$ cat src/rtl/pipelined_control_unit_if.sv
// Handshake and control-bundle bundle between the decode stage and the
// ID/EX register. The decode-side source drives through master; the
// control unit sits on slave.
interface pipelined_control_unit_if #(
  parameter int OPCODE_W   = 6,
  parameter int REG_ADDR_W = 3,
  parameter int ALUOP_W    = 4,
  parameter int CNT_W      = 16
);
  logic                  in_valid;
  logic                  in_ready;
  logic [OPCODE_W-1:0]   opcode;
  logic [REG_ADDR_W-1:0] src1;
  logic [REG_ADDR_W-1:0] src2;
  logic [REG_ADDR_W-1:0] dst;
  logic                  hold;
  logic                  flush;
  logic [ALUOP_W+1:0]    ex_signals;
  logic [3:0]            mem_signals;
  logic [2:0]            wb_signals;
  logic                  out_valid;
  logic [REG_ADDR_W-1:0] out_dst;
  logic                  illegal;
  logic [CNT_W-1:0]      bubble_cnt;

  modport master (
    output in_valid, opcode, src1, src2, dst, hold, flush,
    input  in_ready, ex_signals, mem_signals, wb_signals,
    input  out_valid, out_dst, illegal, bubble_cnt
  );

  modport slave (
    input  in_valid, opcode, src1, src2, dst, hold, flush,
    output in_ready, ex_signals, mem_signals, wb_signals,
    output out_valid, out_dst, illegal, bubble_cnt
  );
endinterface

$ cat src/rtl/pipelined_control_unit.sv
// Registered decode control unit: decodes the opcode into EX/MEM/WB control
// bundles held in the ID/EX register, inserts a single bubble on a load-use
// hazard, honours downstream hold/flush, flags illegal opcodes and keeps a
// saturating count of hazard bubbles.
module pipelined_control_unit #(
  parameter int OPCODE_W       = 6,
  parameter int REG_ADDR_W     = 3,
  parameter int ALUOP_W        = 4,
  parameter int LOAD_USE_STALL = 1,
  parameter int CNT_W          = 16
) (
  input logic                     clk,
  input logic                     rst_n,
  pipelined_control_unit_if.slave bus
);

  localparam int EX_W = ALUOP_W + 2;

  localparam logic [OPCODE_W-1:0] OPC_LDD = OPCODE_W'(6'b000001);
  localparam logic [OPCODE_W-1:0] OPC_STD = OPCODE_W'(6'b000010);
  localparam logic [OPCODE_W-1:0] OPC_ADD = OPCODE_W'(6'b000011);
  localparam logic [OPCODE_W-1:0] OPC_NOT = OPCODE_W'(6'b000100);
  localparam logic [OPCODE_W-1:0] OPC_NOP = OPCODE_W'(6'b000101);

  localparam logic [ALUOP_W-1:0] ALU_NOT = ALUOP_W'(4'b0001);
  localparam logic [ALUOP_W-1:0] ALU_ADD = ALUOP_W'(4'b0010);

  // NOP bundle doubles as the bubble value
  localparam logic [EX_W-1:0] EX_NOP  = '0;
  localparam logic [3:0]      MEM_NOP = 4'b0000;
  localparam logic [2:0]      WB_NOP  = 3'b011;

  localparam logic STALL_EN = (LOAD_USE_STALL != 0);

  typedef enum logic [2:0] {
    K_NOP,
    K_NOT,
    K_ADD,
    K_LDD,
    K_STD,
    K_ILL
  } op_kind_e;

  op_kind_e              kind;
  logic [EX_W-1:0]       dec_ex;
  logic [3:0]            dec_mem;
  logic [2:0]            dec_wb;
  logic                  dec_illegal;
  logic                  rd_src1;
  logic                  rd_src2;
  logic                  src_match;
  logic                  hz;

  logic [EX_W-1:0]       ex_q, ex_d;
  logic [3:0]            mem_q, mem_d;
  logic [2:0]            wb_q, wb_d;
  logic                  out_valid_q, out_valid_d;
  logic [REG_ADDR_W-1:0] out_dst_q, out_dst_d;
  logic                  illegal_q, illegal_d;
  logic [CNT_W-1:0]      cnt_q, cnt_d;

  // classify the incoming opcode; anything outside the table is illegal
  always_comb begin
    case (bus.opcode)
      OPC_NOP: kind = K_NOP;
      OPC_NOT: kind = K_NOT;
      OPC_ADD: kind = K_ADD;
      OPC_LDD: kind = K_LDD;
      OPC_STD: kind = K_STD;
      default: kind = K_ILL;
    endcase
  end

  // control bundles and source-register usage per instruction kind
  always_comb begin
    dec_ex      = EX_NOP;
    dec_mem     = MEM_NOP;
    dec_wb      = WB_NOP;
    dec_illegal = 1'b0;
    rd_src1     = 1'b0;
    rd_src2     = 1'b0;
    case (kind)
      K_NOT: begin
        dec_ex  = {ALU_NOT, 1'b1, 1'b0};
        dec_wb  = 3'b101;
        rd_src1 = 1'b1;
      end
      K_ADD: begin
        dec_ex  = {ALU_ADD, 1'b1, 1'b0};
        dec_wb  = 3'b101;
        rd_src1 = 1'b1;
        rd_src2 = 1'b1;
      end
      K_LDD: begin
        dec_mem = 4'b1000;
        dec_wb  = 3'b100;
        rd_src1 = 1'b1;
      end
      K_STD: begin
        dec_mem = 4'b0110;
        dec_wb  = 3'b011;
        rd_src1 = 1'b1;
        rd_src2 = 1'b1;
      end
      K_ILL: dec_illegal = 1'b1;
      default: ;
    endcase
  end

  // load-use hazard: ID/EX holds a valid load whose destination is read now
  always_comb begin
    src_match = (rd_src1 && (bus.src1 == out_dst_q)) ||
                (rd_src2 && (bus.src2 == out_dst_q));
    hz        = STALL_EN && bus.in_valid && out_valid_q && mem_q[3] && src_match;
  end

  // flush does not back-pressure: the squashed input is simply consumed
  assign bus.in_ready = !bus.hold && !hz;

  // ID/EX next state: flush > hold > hazard bubble > accept > idle bubble
  always_comb begin
    ex_d        = ex_q;
    mem_d       = mem_q;
    wb_d        = wb_q;
    out_valid_d = out_valid_q;
    out_dst_d   = out_dst_q;
    illegal_d   = illegal_q;
    cnt_d       = cnt_q;
    if (bus.flush) begin
      ex_d        = EX_NOP;
      mem_d       = MEM_NOP;
      wb_d        = WB_NOP;
      out_valid_d = 1'b0;
      out_dst_d   = '0;
      illegal_d   = 1'b0;
    end else if (bus.hold) begin
      // everything frozen, including the counter
    end else if (hz) begin
      ex_d        = EX_NOP;
      mem_d       = MEM_NOP;
      wb_d        = WB_NOP;
      out_valid_d = 1'b0;
      out_dst_d   = '0;
      illegal_d   = 1'b0;
      if (cnt_q != '1) begin
        cnt_d = cnt_q + CNT_W'(1);
      end
    end else if (bus.in_valid) begin
      ex_d        = dec_ex;
      mem_d       = dec_mem;
      wb_d        = dec_wb;
      out_valid_d = 1'b1;
      out_dst_d   = bus.dst;
      illegal_d   = dec_illegal;
    end else begin
      ex_d        = EX_NOP;
      mem_d       = MEM_NOP;
      wb_d        = WB_NOP;
      out_valid_d = 1'b0;
      out_dst_d   = '0;
      illegal_d   = 1'b0;
    end
  end

  // ID/EX register and bubble counter; reset loads the bubble value
  always_ff @(posedge clk or negedge rst_n) begin
    if (!rst_n) begin
      ex_q        <= EX_NOP;
      mem_q       <= MEM_NOP;
      wb_q        <= WB_NOP;
      out_valid_q <= 1'b0;
      out_dst_q   <= '0;
      illegal_q   <= 1'b0;
      cnt_q       <= '0;
    end else begin
      ex_q        <= ex_d;
      mem_q       <= mem_d;
      wb_q        <= wb_d;
      out_valid_q <= out_valid_d;
      out_dst_q   <= out_dst_d;
      illegal_q   <= illegal_d;
      cnt_q       <= cnt_d;
    end
  end

  assign bus.ex_signals  = ex_q;
  assign bus.mem_signals = mem_q;
  assign bus.wb_signals  = wb_q;
  assign bus.out_valid   = out_valid_q;
  assign bus.out_dst     = out_dst_q;
  assign bus.illegal     = illegal_q;
  assign bus.bubble_cnt  = cnt_q;

endmodule
$ cat src/flat_wrapper.sv
// flat-port wrapper written by rule: the top's interface ports become plain ports
module pipelined_control_unit_flat 
#(
  parameter int OPCODE_W       = 6,
  parameter int REG_ADDR_W     = 3,
  parameter int ALUOP_W        = 4,
  parameter int LOAD_USE_STALL = 1,
  parameter int CNT_W          = 16
)
  (clk, rst_n, bus_in_valid, bus_opcode, bus_src1, bus_src2, bus_dst, bus_hold, bus_flush, bus_in_ready, bus_ex_signals, bus_mem_signals, bus_wb_signals, bus_out_valid, bus_out_dst, bus_illegal, bus_bubble_cnt);
  pipelined_control_unit_if #(.OPCODE_W(OPCODE_W), .REG_ADDR_W(REG_ADDR_W), .ALUOP_W(ALUOP_W), .CNT_W(CNT_W)) bus_i ();
  input logic clk;
  input logic rst_n;
  input wire logic [$bits(bus_i.in_valid)-1:0] bus_in_valid;
  input wire logic [$bits(bus_i.opcode)-1:0] bus_opcode;
  input wire logic [$bits(bus_i.src1)-1:0] bus_src1;
  input wire logic [$bits(bus_i.src2)-1:0] bus_src2;
  input wire logic [$bits(bus_i.dst)-1:0] bus_dst;
  input wire logic [$bits(bus_i.hold)-1:0] bus_hold;
  input wire logic [$bits(bus_i.flush)-1:0] bus_flush;
  output wire logic [$bits(bus_i.in_ready)-1:0] bus_in_ready;
  output wire logic [$bits(bus_i.ex_signals)-1:0] bus_ex_signals;
  output wire logic [$bits(bus_i.mem_signals)-1:0] bus_mem_signals;
  output wire logic [$bits(bus_i.wb_signals)-1:0] bus_wb_signals;
  output wire logic [$bits(bus_i.out_valid)-1:0] bus_out_valid;
  output wire logic [$bits(bus_i.out_dst)-1:0] bus_out_dst;
  output wire logic [$bits(bus_i.illegal)-1:0] bus_illegal;
  output wire logic [$bits(bus_i.bubble_cnt)-1:0] bus_bubble_cnt;
  assign bus_i.in_valid = bus_in_valid;
  assign bus_i.opcode = bus_opcode;
  assign bus_i.src1 = bus_src1;
  assign bus_i.src2 = bus_src2;
  assign bus_i.dst = bus_dst;
  assign bus_i.hold = bus_hold;
  assign bus_i.flush = bus_flush;
  assign bus_in_ready = bus_i.in_ready;
  assign bus_ex_signals = bus_i.ex_signals;
  assign bus_mem_signals = bus_i.mem_signals;
  assign bus_wb_signals = bus_i.wb_signals;
  assign bus_out_valid = bus_i.out_valid;
  assign bus_out_dst = bus_i.out_dst;
  assign bus_illegal = bus_i.illegal;
  assign bus_bubble_cnt = bus_i.bubble_cnt;
  pipelined_control_unit #(.OPCODE_W(OPCODE_W), .REG_ADDR_W(REG_ADDR_W), .ALUOP_W(ALUOP_W), .LOAD_USE_STALL(LOAD_USE_STALL), .CNT_W(CNT_W)) u_core (.clk(clk), .rst_n(rst_n), .bus(bus_i));
endmodule
$ cat config.mk
export PLATFORM = sky130hd
export DESIGN_NAME = pipelined_control_unit_flat
export DESIGN_NICKNAME = d
export VERILOG_FILES = /design/src/rtl/pipelined_control_unit_if.sv /design/src/rtl/pipelined_control_unit.sv /design/src/flat_wrapper.sv
export SDC_FILE = /design/constraint.sdc
export NUM_CORES = 1
export LEC_CHECK = 0
export ABC_AREA = 1
export ABC_CLOCK_PERIOD_IN_PS = 3000
export BUFFER_PORTS_ARGS = -buffer_cell sky130_fd_sc_hd__buf_2
export CORE_ASPECT_RATIO = 1.5
export CORE_UTILIZATION = 45
export CTS_BUF_LIST = sky130_fd_sc_hd__clkbuf_4
export DETAILED_ROUTE_END_ITERATION = 7
export GPL_TIMING_DRIVEN = 0
export HOLD_SLACK_MARGIN = 0.15
export PLACE_DENSITY = 0.7
export SYNTH_ARGS = -nofsm -noshare
export SYNTH_HDL_FRONTEND = slang
export SYNTH_SLANG_ARGS = --single-unit
$ cat constraint.sdc
create_clock -name clk -period 3 [get_ports clk]
set_input_delay 0.6 -clock clk [delete_from_list [all_inputs] [get_ports clk]]
set_output_delay 0.6 -clock clk [all_outputs]
set_load 0.02 [all_outputs]
==> flow_metrics.tcl <==
set metrics [dict create \
    critPathLaunchType "flop" \
    route.met2.wl_um 2500 \
    synth_warnings 0 \
    cts.path.max_buffers 2 \
    routed-via-count 1901 \
    clk_latency_ns 0.34 \
    ys_top_cells_by_count "nand2_1 (109), dfrtp_1 (27), inv_1 (27)" \
    r2r_cells 10 \
    routabilityCongestion 0.8775 \
    synth-edff-count 0 \
    slew_headroom 0.5630 \
    ctsResizeCount 0 \
    status "complete, no violations" \
    synth.most_common_cell "nand2_1" \
    async_reset_ff_frac 1.000 \
    r2r-end "u_core.bus.bubble_cnt[0]" \
    finalMaxSlewViolations 0 \
    hold_path.class "input port to async pin" \
    fin_total_pwr_mw 0.7286 \
    fillCellCount 439 \
    clock-sinks 29 \
    synth_area_sq_um 1981 \
    p_leak_nw 1.383 \
    first_pass_iters 4 \
    setup-tns-final_ns 0 \
    finClkSkew_ns 0.01340 \
    initial_core_util 0.4706 \
    n_antenna_cell 0 \
    tightest_slew_ns 0.6556 \
    multi_input_area_sq_um 1074 \
    fin_crit_sh 0.8341 \
    place_hpwl_um 3621 \
    antenna_left 0 \
    crit-reg2reg-launch "u_core.bus.bubble_cnt[0]" \
    grt_usage 0.2132 \
    syn_to_final_growth_pct 18.89 \
    synth_cell_types 26 \
    cts_tree "yes" \
    m1WireLength_um 1813 \
    routedWlPerCell_um 12.07 \
    die_w_um 56.17 \
    cpPeakStageDelay_ns 0.44 \
    crit_required_ns 2.40 \
    grt_remaining_overflow 0 \
    seq_area_frac_synth 0.3677 \
    rows 29 \
    syn_inst 276 \
    yosys.area.top_type "dfrtp_1" \
    io_pins 55 \
    crit_chain "xnor2_1, nand2_1, nor2_1, nand2_2, a21oi_4, buf_6, nor2_1, buf_2" \
    cts-root-buf "clkbuf_4" \
    hold_ws_ns 0.2788 \
    rsz0062_at_grt "false" \
    topRoutingLayerUsed "met4" \
    synthTopCellsByArea "dfrtp_1 (34%), nand2_1 (21%), nand4_1 (7.9%)" \
    cp_slowest_cell "dfrtp_1" \
    io_buffer_count 50 \
    drt_first_iter_violations 84 \
    endpoint_kind "output port" \
    post-cts-setup-buffer-count 0 \
    grt_pass1_vias 1808 \
    seq_area_sq_um 728.2 \
    die_h_um 83.26 \
    finalCriticalPeriod_ns 2.502 \
    arrival_ns 1.90 \
    powerDensity_nw_per_um2 309.4 \
    drt-total-wl_um 4621 \
    synth.ff_latch_count 29 \
    vias_per_cell 4.963 \
    hold_viol_final 0 \
    synth_top_area_frac 0.3411 \
    critPathMaxFanout 10 \
    core-area_sq_um 4209 \
    syn_area_per_cell_sq_um 7.176 \
    fin_nets 357 \
    synth_ff_type "dfrtp_1" \
    drc 0 \
    grt_max_degree 30 \
    finalSetupViolCount 0 \
    reg2reg_slack_ns 1.28 \
    layout-drive-gt1-share 0.2611 \
    timing.fmax_ghz 0.3996 \
    grt_pass1_wl_um 7810 \
    cts_buffers 5 \
    antenna_found_initial 0 \
    crit_top_cell "nor2_1" \
    path_class "flop to output port" \
    dieArea_sq_um 4676 \
    cap_violations 0 \
    wl_met3_um 246 \
    path_clk_slew_ns 0.10 \
    vdd_drop_max_mv 0.2561 \
    cts-hold-fix-buffers 0 \
    htree_num_levels 2 \
]
[how the worst max path moves through the flow]
| stage | to | startpoint | slack [ns] |
|---|---|---|---|
| finish | bus_in_ready | u_core.bus.out_dst[0] | 0.50 |
| global placement | bus_in_ready | bus_opcode[2] | 0.56 |
| CTS | bus_in_ready | u_core.bus.out_dst[0] | 0.47 |
| floorplan | bus_in_ready | bus_opcode[2] | 0.89 |
| global route | bus_in_ready | u_core.bus.out_dst[0] | 0.31 |
| detailed placement | bus_in_ready | bus_opcode[2] | 0.53 |
[where the power goes]
group | leakage (nW) | switching (mW) | total (mW) | internal [mW]
Combinational | 0.955 | 0.0598 | 0.0898 | 0.0301
Sequential | 0.396 | 0.00386 | 0.401 | 0.397
Clock | 0.0310 | 0.150 | 0.238 | 0.0882
[per-layer routing]
metal	vias up	track usage
met3	5	0.05452
met4	0	0.07095
met5	-	0
li1	992	-
met2	50	0.3994
met1	854	0.2250
[flip-flops by register name, summed over array words and instances, names as in the netlist]
| register | flops |
|---|---|
| u_core.bus.bubble_cnt | 16 |
| u_core.bus.ex_signals | 3 |
| u_core.bus.out_dst | 3 |
| u_core.bus.wb_signals | 3 |
| u_core.bus.mem_signals | 2 |
| u_core.bus.illegal | 1 |
| u_core.bus.out_valid | 1 |
[final cells by class]
| type | count | share of cell area |
|---|---|---|
| clock inverter | 3 | 0.007439 |
| multi-input combinational | 210 | 0.4559 |
| clock buffer | 5 | 0.01594 |
| timing repair buffer | 50 | 0.1063 |
| inverter | 27 | 0.04304 |
| tap | 46 | 0.02444 |
| sequential | 29 | 0.3092 |
| buffer | 13 | 0.03773 |
[cells in the final DEF (no fill, tap or decap)]
cell        count
buf_2          52
nor3_1          1
nand2_1       109
dfstp_2         2
clkinvlp_4      1
nor3_4          1
buf_4           6
a31oi_1         1
xnor2_1         5
a21oi_4         1
nor2_2          4
clkbuf_1        3
inv_1          27
nand4_1        25
a21oi_1         1
buf_6           2
nor2_1         23
clkinv_2        2
nand2_2         3
xor2_1          9
nor3_2          1
ha_1            1
clkbuf_4        5
nand3_1        13
dfrtp_1        27
conb_1          4
nand3_2         5
nor2_4          1
nand4_4         2
[cells by family after synthesis]
| kind of cell | Yosys count | synth area share |
|---|---|---|
| AO/OA/AOI/OAI | 3 | 0.01390 |
| adder cells (fa/ha/maj) | 1 | 0.006316 |
| buffers and inverters | 40 | 0.09602 |
| flip-flops | 29 | 0.3677 |
| XOR/XNOR | 14 | 0.06191 |
| AND/OR/NAND/NOR | 188 | 0.4523 |
| other | 1 | 0.001893 |
[critical path, delay by kind of cell (launching register included)]
kind / cells / cell delay [ns]
simple gates: 4 / 0.38
buf+inv: 2 / 0.33
compound gates: 1 / 0.20
flops: 1 / 0.44
xor+xnor: 1 / 0.21
[through the flow]
step / std cells / cell area, sq um / util / setup WS (ns)
after floorplan: 279 / 1992 / - / 0.8931
after global placement: 375 / 2300 / 0.5464 / 0.5554
after detailed placement: 375 / 2300 / 0.5464 / 0.5346
after CTS: 383 / 2355 / 0.5595 / 0.4680
after global routing: 383 / 2355 / 0.5595 / 0.3060
final: 383 / 2355 / 0.5595 / 0.4977
Note: power is estimated with default switching activity, not from simulation.
